[config.mk]
export PLATFORM = sky130hd
export DESIGN_NAME = bus_xfer_ctrl_flat
export DESIGN_NICKNAME = d
export VERILOG_FILES = /design/src/rtl/bus_xfer_ctrl_pkg.sv /design/src/rtl/bus_xfer_ctrl_if.sv /design/src/rtl/bus_xfer_ctrl_bus_reg.sv /design/src/rtl/bus_xfer_ctrl.sv /design/src/flat_wrapper.sv
export SDC_FILE = /design/constraint.sdc
export NUM_CORES = 1
export LEC_CHECK = 0
export ABC_CLOCK_PERIOD_IN_PS = 1400
export CAP_MARGIN = 20
export CORE_ASPECT_RATIO = 0.8
export CORE_MARGIN = 2
export CORE_UTILIZATION = 56
export CTS_CLUSTER_SIZE = 40
export DETAILED_ROUTE_END_ITERATION = 12
export DONT_BUFFER_PORTS = 1
export PLACE_DENSITY = 0.85
export SLEW_MARGIN = 25
export SYNTH_ARGS = -nofsm -noshare
export SYNTH_HDL_FRONTEND = slang
export SYNTH_SLANG_ARGS = --single-unit
export TNS_END_PERCENT = 100
[constraint.sdc]
create_clock -name clk -period 1.4 [get_ports clk]
set_input_delay 0.07 -clock clk [delete_from_list [all_inputs] [get_ports clk]]
set_output_delay 0.07 -clock clk [all_outputs]
set_load 0.02 [all_outputs]
[src/rtl/bus_xfer_ctrl_pkg.sv]
// rtl/bus_xfer_ctrl_pkg.sv - shared defaults, FSM encoding and helpers for the register transfer bus
package bus_xfer_ctrl_pkg;

    localparam int unsigned DEF_WIDTH = 8;
    localparam int unsigned DEF_NCH   = 4;

    typedef enum logic [1:0] {
        S_IDLE  = 2'd0,
        S_READ  = 2'd1,
        S_WRITE = 2'd2
    } state_t;

    // Select widths round up to a power of two, so an index can name a missing register.
    function automatic logic src_in_range(input logic [31:0] src, input int unsigned nch);
        return src < nch;
    endfunction

endpackage

[src/rtl/bus_xfer_ctrl_if.sv]
// rtl/bus_xfer_ctrl_if.sv - transfer request/response signals between control stage and transfer bus
interface bus_xfer_ctrl_if
    import bus_xfer_ctrl_pkg::*;
#(
    parameter int unsigned NCH = DEF_NCH
);
    localparam int unsigned SELW = $clog2(NCH);

    logic            req_valid;
    logic            req_ready;
    logic [SELW-1:0] req_src;
    logic [NCH-1:0]  req_dst_mask;
    logic            done;
    logic            err_src;
    logic            err_collide;

    modport master (
        output req_valid, req_src, req_dst_mask,
        input  req_ready, done, err_src, err_collide
    );

    modport slave (
        input  req_valid, req_src, req_dst_mask,
        output req_ready, done, err_src, err_collide
    );

endinterface

[src/rtl/bus_xfer_ctrl_bus_reg.sv]
// rtl/bus_xfer_ctrl_bus_reg.sv - one bank register: reset beats transfer write beats external load
module bus_reg #(
    parameter int unsigned WIDTH = 8
) (
    input  logic             clk,
    input  logic             rst,
    input  logic             xfer_we,
    input  logic [WIDTH-1:0] xfer_d,
    input  logic             ld_en,
    input  logic [WIDTH-1:0] ld_d,
    output logic [WIDTH-1:0] q,
    output logic             collide
);

    always_ff @(posedge clk) begin
        if (rst) begin
            q <= '0;
        end else if (xfer_we) begin
            q <= xfer_d;
        end else if (ld_en) begin
            q <= ld_d;
        end
    end

    // A load that lost to the transfer write on this edge.
    assign collide = xfer_we & ld_en;

endmodule

[src/rtl/bus_xfer_ctrl.sv]
// rtl/bus_xfer_ctrl.sv - copies one register through a bus latch into a mask of registers
module bus_xfer_ctrl
    import bus_xfer_ctrl_pkg::*;
#(
    parameter int unsigned WIDTH = DEF_WIDTH,
    parameter int unsigned NCH   = DEF_NCH,
    parameter int unsigned SELW  = $clog2(NCH)
) (
    input  logic                 clk,
    input  logic                 rst,
    bus_xfer_ctrl_if.slave       xf,
    input  logic [NCH-1:0]       ld_en,
    input  logic [NCH*WIDTH-1:0] ld_data,
    output logic [WIDTH-1:0]     bus_out,
    output logic [NCH*WIDTH-1:0] reg_out
);

    state_t             state_q;
    state_t             state_d;
    logic [SELW-1:0]    src_q;
    logic [NCH-1:0]     mask_q;
    logic [WIDTH-1:0]   bus_q;
    logic [WIDTH-1:0]   rd_data;
    logic [WIDTH-1:0]   q_arr [NCH];
    logic [NCH-1:0]     xfer_we;
    logic [NCH-1:0]     collide;
    logic               accept;
    logic               done_q;
    logic               err_src_q;
    logic               err_col_q;

    assign xf.req_ready = (state_q == S_IDLE) && !rst;
    assign accept       = xf.req_valid && xf.req_ready;

    always_comb begin
        state_d = state_q;
        case (state_q)
            S_IDLE:  if (accept) state_d = S_READ;
            S_READ:  state_d = S_WRITE;
            S_WRITE: state_d = S_IDLE;
            default: state_d = S_IDLE;
        endcase
    end

    // An out-of-range source matches no register and reads as zero.
    always_comb begin
        rd_data = '0;
        for (int i = 0; i < int'(NCH); i++) begin
            if (src_q == SELW'(i)) rd_data = q_arr[i];
        end
    end

    always_ff @(posedge clk) begin
        if (rst) begin
            state_q   <= S_IDLE;
            src_q     <= '0;
            mask_q    <= '0;
            bus_q     <= '0;
            done_q    <= 1'b0;
            err_src_q <= 1'b0;
            err_col_q <= 1'b0;
        end else begin
            state_q   <= state_d;
            done_q    <= (state_q == S_WRITE);
            err_src_q <= accept && !src_in_range(32'(xf.req_src), NCH);
            err_col_q <= |collide;
            if (accept) begin
                src_q  <= xf.req_src;
                mask_q <= xf.req_dst_mask;
            end
            if (state_q == S_READ) bus_q <= rd_data;
        end
    end

    for (genvar g = 0; g < int'(NCH); g++) begin : g_reg
        assign xfer_we[g] = (state_q == S_WRITE) && mask_q[g];

        bus_reg #(.WIDTH(WIDTH)) u_reg (
            .clk     (clk),
            .rst     (rst),
            .xfer_we (xfer_we[g]),
            .xfer_d  (bus_q),
            .ld_en   (ld_en[g]),
            .ld_d    (ld_data[g*WIDTH +: WIDTH]),
            .q       (q_arr[g]),
            .collide (collide[g])
        );

        assign reg_out[g*WIDTH +: WIDTH] = q_arr[g];
    end

    assign bus_out        = bus_q;
    assign xf.done        = done_q;
    assign xf.err_src     = err_src_q;
    assign xf.err_collide = err_col_q;

endmodule

[src/flat_wrapper.sv]
// flat-port wrapper written by rule: the top's interface ports become plain ports
module bus_xfer_ctrl_flat import bus_xfer_ctrl_pkg::*;
#(
    parameter int unsigned WIDTH = DEF_WIDTH,
    parameter int unsigned NCH   = DEF_NCH,
    parameter int unsigned SELW  = $clog2(NCH)
)
  (clk, rst, ld_en, ld_data, bus_out, reg_out, xf_req_valid, xf_req_src, xf_req_dst_mask, xf_req_ready, xf_done, xf_err_src, xf_err_collide);
  bus_xfer_ctrl_if #(.NCH(NCH)) xf_i ();
  input  logic clk;
  input  logic rst;
  input  logic [NCH-1:0] ld_en;
  input  logic [NCH*WIDTH-1:0] ld_data;
  output logic [WIDTH-1:0] bus_out;
  output logic [NCH*WIDTH-1:0] reg_out;
  input wire logic [$bits(xf_i.req_valid)-1:0] xf_req_valid;
  input wire logic [$bits(xf_i.req_src)-1:0] xf_req_src;
  input wire logic [$bits(xf_i.req_dst_mask)-1:0] xf_req_dst_mask;
  output wire logic [$bits(xf_i.req_ready)-1:0] xf_req_ready;
  output wire logic [$bits(xf_i.done)-1:0] xf_done;
  output wire logic [$bits(xf_i.err_src)-1:0] xf_err_src;
  output wire logic [$bits(xf_i.err_collide)-1:0] xf_err_collide;
  assign xf_i.req_valid = xf_req_valid;
  assign xf_i.req_src = xf_req_src;
  assign xf_i.req_dst_mask = xf_req_dst_mask;
  assign xf_req_ready = xf_i.req_ready;
  assign xf_done = xf_i.done;
  assign xf_err_src = xf_i.err_src;
  assign xf_err_collide = xf_i.err_collide;
  bus_xfer_ctrl #(.WIDTH(WIDTH), .NCH(NCH), .SELW(SELW)) u_core (.clk(clk), .rst(rst), .xf(xf_i), .ld_en(ld_en), .ld_data(ld_data), .bus_out(bus_out), .reg_out(reg_out));
endmodule
# Word-level counts from Yosys, hierarchy flattened

Index checks and enable logic that the tools add are counted.

Bits in registers: 50
Input port bits: 45
Logic and storage cells: 48
Output and inout bits: 44

Multiplexer cells: 14
Bitwise logic cells: 4
Reduce and logical (&&, ||, !) cells: 14
Equal/unequal tests: 6

Operators by type and width:

| operator             | count |
|---|---|
| $mux W8              | 12 |
| $reduce_bool A2 Y1   | 4 |
| $eq A2 B2 Y1 const B | 3 |
| $logic_and A1 B1 Y1  | 6 |
| $and A1 B1 Y1        | 4 |
| $eq A2 B1 Y1 const B | 2 |
| $logic_not A2 Y1     | 2 |
| $pmux W2 S2          | 1 |
| $reduce_or A4 Y1     | 1 |
| $mux W2              | 1 |
| $ne A2 B1 Y1 const B | 1 |
| $logic_not A1 Y1     | 1 |

# Depth between registers and ports, before layout

Word-level depth: 5
Gate-level depth with buffers: 5
Mapped depth without buffers: 3

# Hierarchy

A second synthesis with hierarchy kept.

Cell total of the unflattened synthesis: 230
Area total of the unflattened synthesis: 2357.3 um^2

By module, submodules not included:

| module        | sequential area each (um^2) | area each (um^2) | cells an instance | instances |
|---|---|---|---|---|
| bus_reg       | 160.2                       | 376.6            | 36                | 4 |
| bus_xfer_ctrl | 360.3                       | 850.8            | 86                | 1 |

# Worst setup path before layout

Ideal clock, no wire load.

Path kind: register to register
Start: reg u_core.state_q[1]
End: reg u_core.bus_q[0], in the netlist u_core.bus_out[0]
Data required time: 1.342 ns
Cell stages (with the launch flop): 6
Setup time: 0.058 ns
Slack: 0.046 ns
Data arrival time: 1.296 ns
Clock period less this slack: 1.354 ns
Path buffers: 2
Path through: dfxtp_1 -> buf_6 -> or4b_4 -> buf_6 -> o22ai_1 -> a21o_1

Word-level cells in the longest chain between the ends: 1

Ends and longest elaborated chain:

| element                | line                | text |
|---|---|---|
| from (decl)            | bus_xfer_ctrl.sv:18 | `state_t state_q;` |
| from (signal assigned) | bus_xfer_ctrl.sv:63 | `state_q <= state_d;` |
| $eq A2 B1 Y1           | bus_xfer_ctrl.sv:71 | `if (state_q == S_READ) bus_q <= rd_data;` |
| to (signal assigned)   | bus_xfer_ctrl.sv:71 |  |
| to (decl)              | bus_xfer_ctrl.sv:22 | `logic [WIDTH-1:0] bus_q;` |

Every way passes these cells.
A chain may end at the register's enable or synchronous reset.

# Worst setup path after layout

Start: reg u_core.state_q[0]
End: reg u_core.bus_q[2], in the netlist u_core.bus_out[2]

Same word-level chain as after synthesis.

==> results.md <==
* Post-route fraction of the period consumed by the critical path at 93.0%
* Overall routed net length at 5570 µm
* Global-route wire length before repair at 8180 µm
* Total power density per cell area at 1090 mW/mm²
* Maximum ir drop on the vdd rail at 0.654 mV
* Most frequent cells in the layout: 54 x mux2i_1, 48 x dfxtp_1, 41 x nor2_1, 32 x a211oi_1, 12 x buf_4
* Type of the worst setup path: register to register
* Hold depth at 2
* Worst setup skew after layout at 8.48 ps
* Clock tree from TritonCTS: yes
* Cts bufs inserted at 5
* Standard cell area after detailed placement at around 0.0023 mm²
* Worst Hold Class: input pin to register
* Count of buffers inserted at the top-level ports at 0
* R2R cell count at 3
* Hold Vio Cnt, Final at 0
* Max Freq at 768 MHz
* Most common library cell in the layout ignoring fill and taps: mux2i_1
* Area added between synthesis and finish at 9.93%
* Post-synth net total at 274
* Synthesized area at 0.00227 mm²
* Seq/Total Area, Yosys at 44.2%
* Drt via density at 6.13
* Antenna violations before repair at 0
* Die X at 75.1 µm
* Hold path endpoint: u_core.g_reg[0].u_reg.q[7]
* RePlAce Congestion at 0.802
* Vias at 1,779
* Yosys reg bits at 50
* Initial Utilization at 58.8%
* Number of H-tree levels at 2
* Clock-pin slew reported for the worst setup and hold paths after clock tree synthesis at around 90 ps
* GR Overflow Total at 0
* Number of nets with antenna violations after routing at 0
* Total track usage at 24.6%
* Mean cell area of the mapped netlist at between 9 and 10 µm²
* Pre-CTS WS at 19.4 ps
* CP Data Required Time at ~1600 ps
* Clock Latency Late Sink at 300 ps
* TNS Setup at 0 ps
* Root Driver: clkbuf_8
* Min-Delay Startpoint: ld_data[7]
* Post-detailed-route wirelength per cell at approximately 19 µm
* Delay of the slowest cell on the worst path at 540 ps
* Sinks on the clock net at 50
* Cell with the largest stage delay on the worst path: or4b_4
* Initial DRT Pass Iterations at 5
* Critical path cell sequence: or4b_4 > o22ai_1 > a21o_1
* Library cells used by synthesis at 24
* Antenna diodes at 0
* Capturing point of the worst reg2reg path: u_core.bus_out[2]
* Placement Rows at 20
* Leakage power at 1.08 nW
* RSZ-0062 raised after global routing: false
* Ports at 89
* Core box area at 0.00385 mm²
* Final Setup Violations at 0
* Max Cap Viol at 0
* Detailed placer's ending HPWL at between 3000 and 4000 µm
* Via count of the first global-routing pass at 1,643
* Element type at the critical path start: register
* Kind of end point of the critical path: register
* Final setup slack of the worst path at 97.4 ps
* Outcome: complete, no violations
* Drt initial violations at approximately 100
* Number of standard cells after synthesis at 229
* Warnings, synthesis at 0
* Reg-to-Reg Start: u_core.state_q[0]
* Y dimension of the die at between 60 and 70 µm
* Register-to-register path setup slack at 100 ps
* Clock Tree Buf Depth at 2
* Max-slew violations at 0
* Setup Fix Bufs, Post-CTS at 0
* Share of final-layout standard cells stronger than drive strength 1 at about a tenth
* DRC Markers at 0
* Crit Path Max Fanout at 11
* Die Outline Area at 0.00458 mm²
* Final standard cell area without fillers at 0.00249 mm²
* Final min period at 1300 ps
* Largest net degree at the start of global routing at 43
* Worst EP arrival at 1540 ps
* Final net count at 280
## registers in the layout, indices dropped and copies added, names as in the netlist
register               cells
u_core.mask_q              4
u_core.xf.done             1
u_core.bus_out             8
u_core.state_q             2
u_core.src_q               2
u_core.xf.err_collide      1
u_core.g.u_reg.q          32
## metrics by stage
stage                     hold WS, ps  utilization [%]  instances  power, W
final                            13.8             64.7        290   0.00273
after global routing             8.38             64.7        290   0.00285
after CTS                        4.29             64.6        290   0.00275
after detailed placement          146             60.3        275   0.00193
after global placement            145             60.3        275   0.00192
after floorplan                   217                -        229   0.00190
## critical path: cells and delay by family (launching register included)
kind	cells	cell delay, ps
flops	1	420
compound gates	2	290
simple gates	1	540
## metal layers
layer	vias to the layer above	wire length, µm	global-route usage, %
li1	849	-	-
met1	828	2600	35.6
met2	94	2330	35.1
met3	8	590	8.80
met4	0	42	6.02
met5	-	0	0
## cell families after synthesis
| logic type | Yosys count | synth area share (%) |
|---|---|---|
| AOI/OAI and AO/OA | 50 | 16.2 |
| and+or+nand+nor | 52 | 10.7 |
| muxes | 54 | 23.8 |
| buffers and inverters | 22 | 4.97 |
| other | 1 | 0.165 |
| DFF | 50 | 44.2 |
## power by group
part           switching (W)  internal, W
registers           0.000164      0.00150
clock network       0.000443     0.000345
logic               0.000122     0.000153
total               0.000729      0.00200
## cell type report
type | instances | area (µm²)
clock buffers | 7 | 76.3
fillers | 337 | 1360
inverters | 1 | 3.75
multi-input cells | 157 | 1160
flip-flops and latches | 50 | 1000
well taps | 55 | 68.8
repair buffers | 20 | 180
## how the worst max path moves through the flow
stage	start	endpoint	slack, ps	depth (start not counted)
final	u_core.state_q[0]	u_core.bus_out[2]	100	3
after global routing	u_core.state_q[0]	u_core.bus_out[0]	20	3
after CTS	u_core.state_q[0]	u_core.bus_out[2]	0.3	3
after detailed placement	u_core.state_q[0]	u_core.bus_out[2]	20	3
after global placement	u_core.state_q[0]	u_core.bus_out[3]	70	3
after floorplan	u_core.state_q[1]	u_core.bus_out[0]	50	5
## synthesized netlist by cell type
library cell | n | area (µm²)
a211o_1 | 1 | 8.76
a211oi_1 | 32 | 240
a21o_1 | 7 | 52.6
a21oi_1 | 1 | 5.00
a221oi_1 | 1 | 8.76
a22o_1 | 1 | 8.76
buf_1 | 1 | 3.75
buf_2 | 9 | 45.0
buf_4 | 1 | 7.51
buf_6 | 2 | 22.5
clkbuf_1 | 8 | 30.0
conb_1 | 1 | 3.75
dfxtp_1 | 50 | 1000
inv_1 | 1 | 3.75
mux2i_1 | 54 | 541
nand2b_1 | 1 | 6.26
nand3b_1 | 4 | 30.0
nand4bb_1 | 1 | 11.3
nor2_1 | 41 | 154
nor3_1 | 2 | 10.0
nor3b_1 | 1 | 7.51
nor4b_1 | 1 | 8.76
o22ai_1 | 7 | 43.8
or4b_4 | 1 | 13.8
## what timing repair did
item,CTS,global route
gates resized for setup,0,2
setup endpoints to repair,0,12
hold buffers,8,0
hold endpoints to repair,42,0
(Power assumes the default switching activity.)
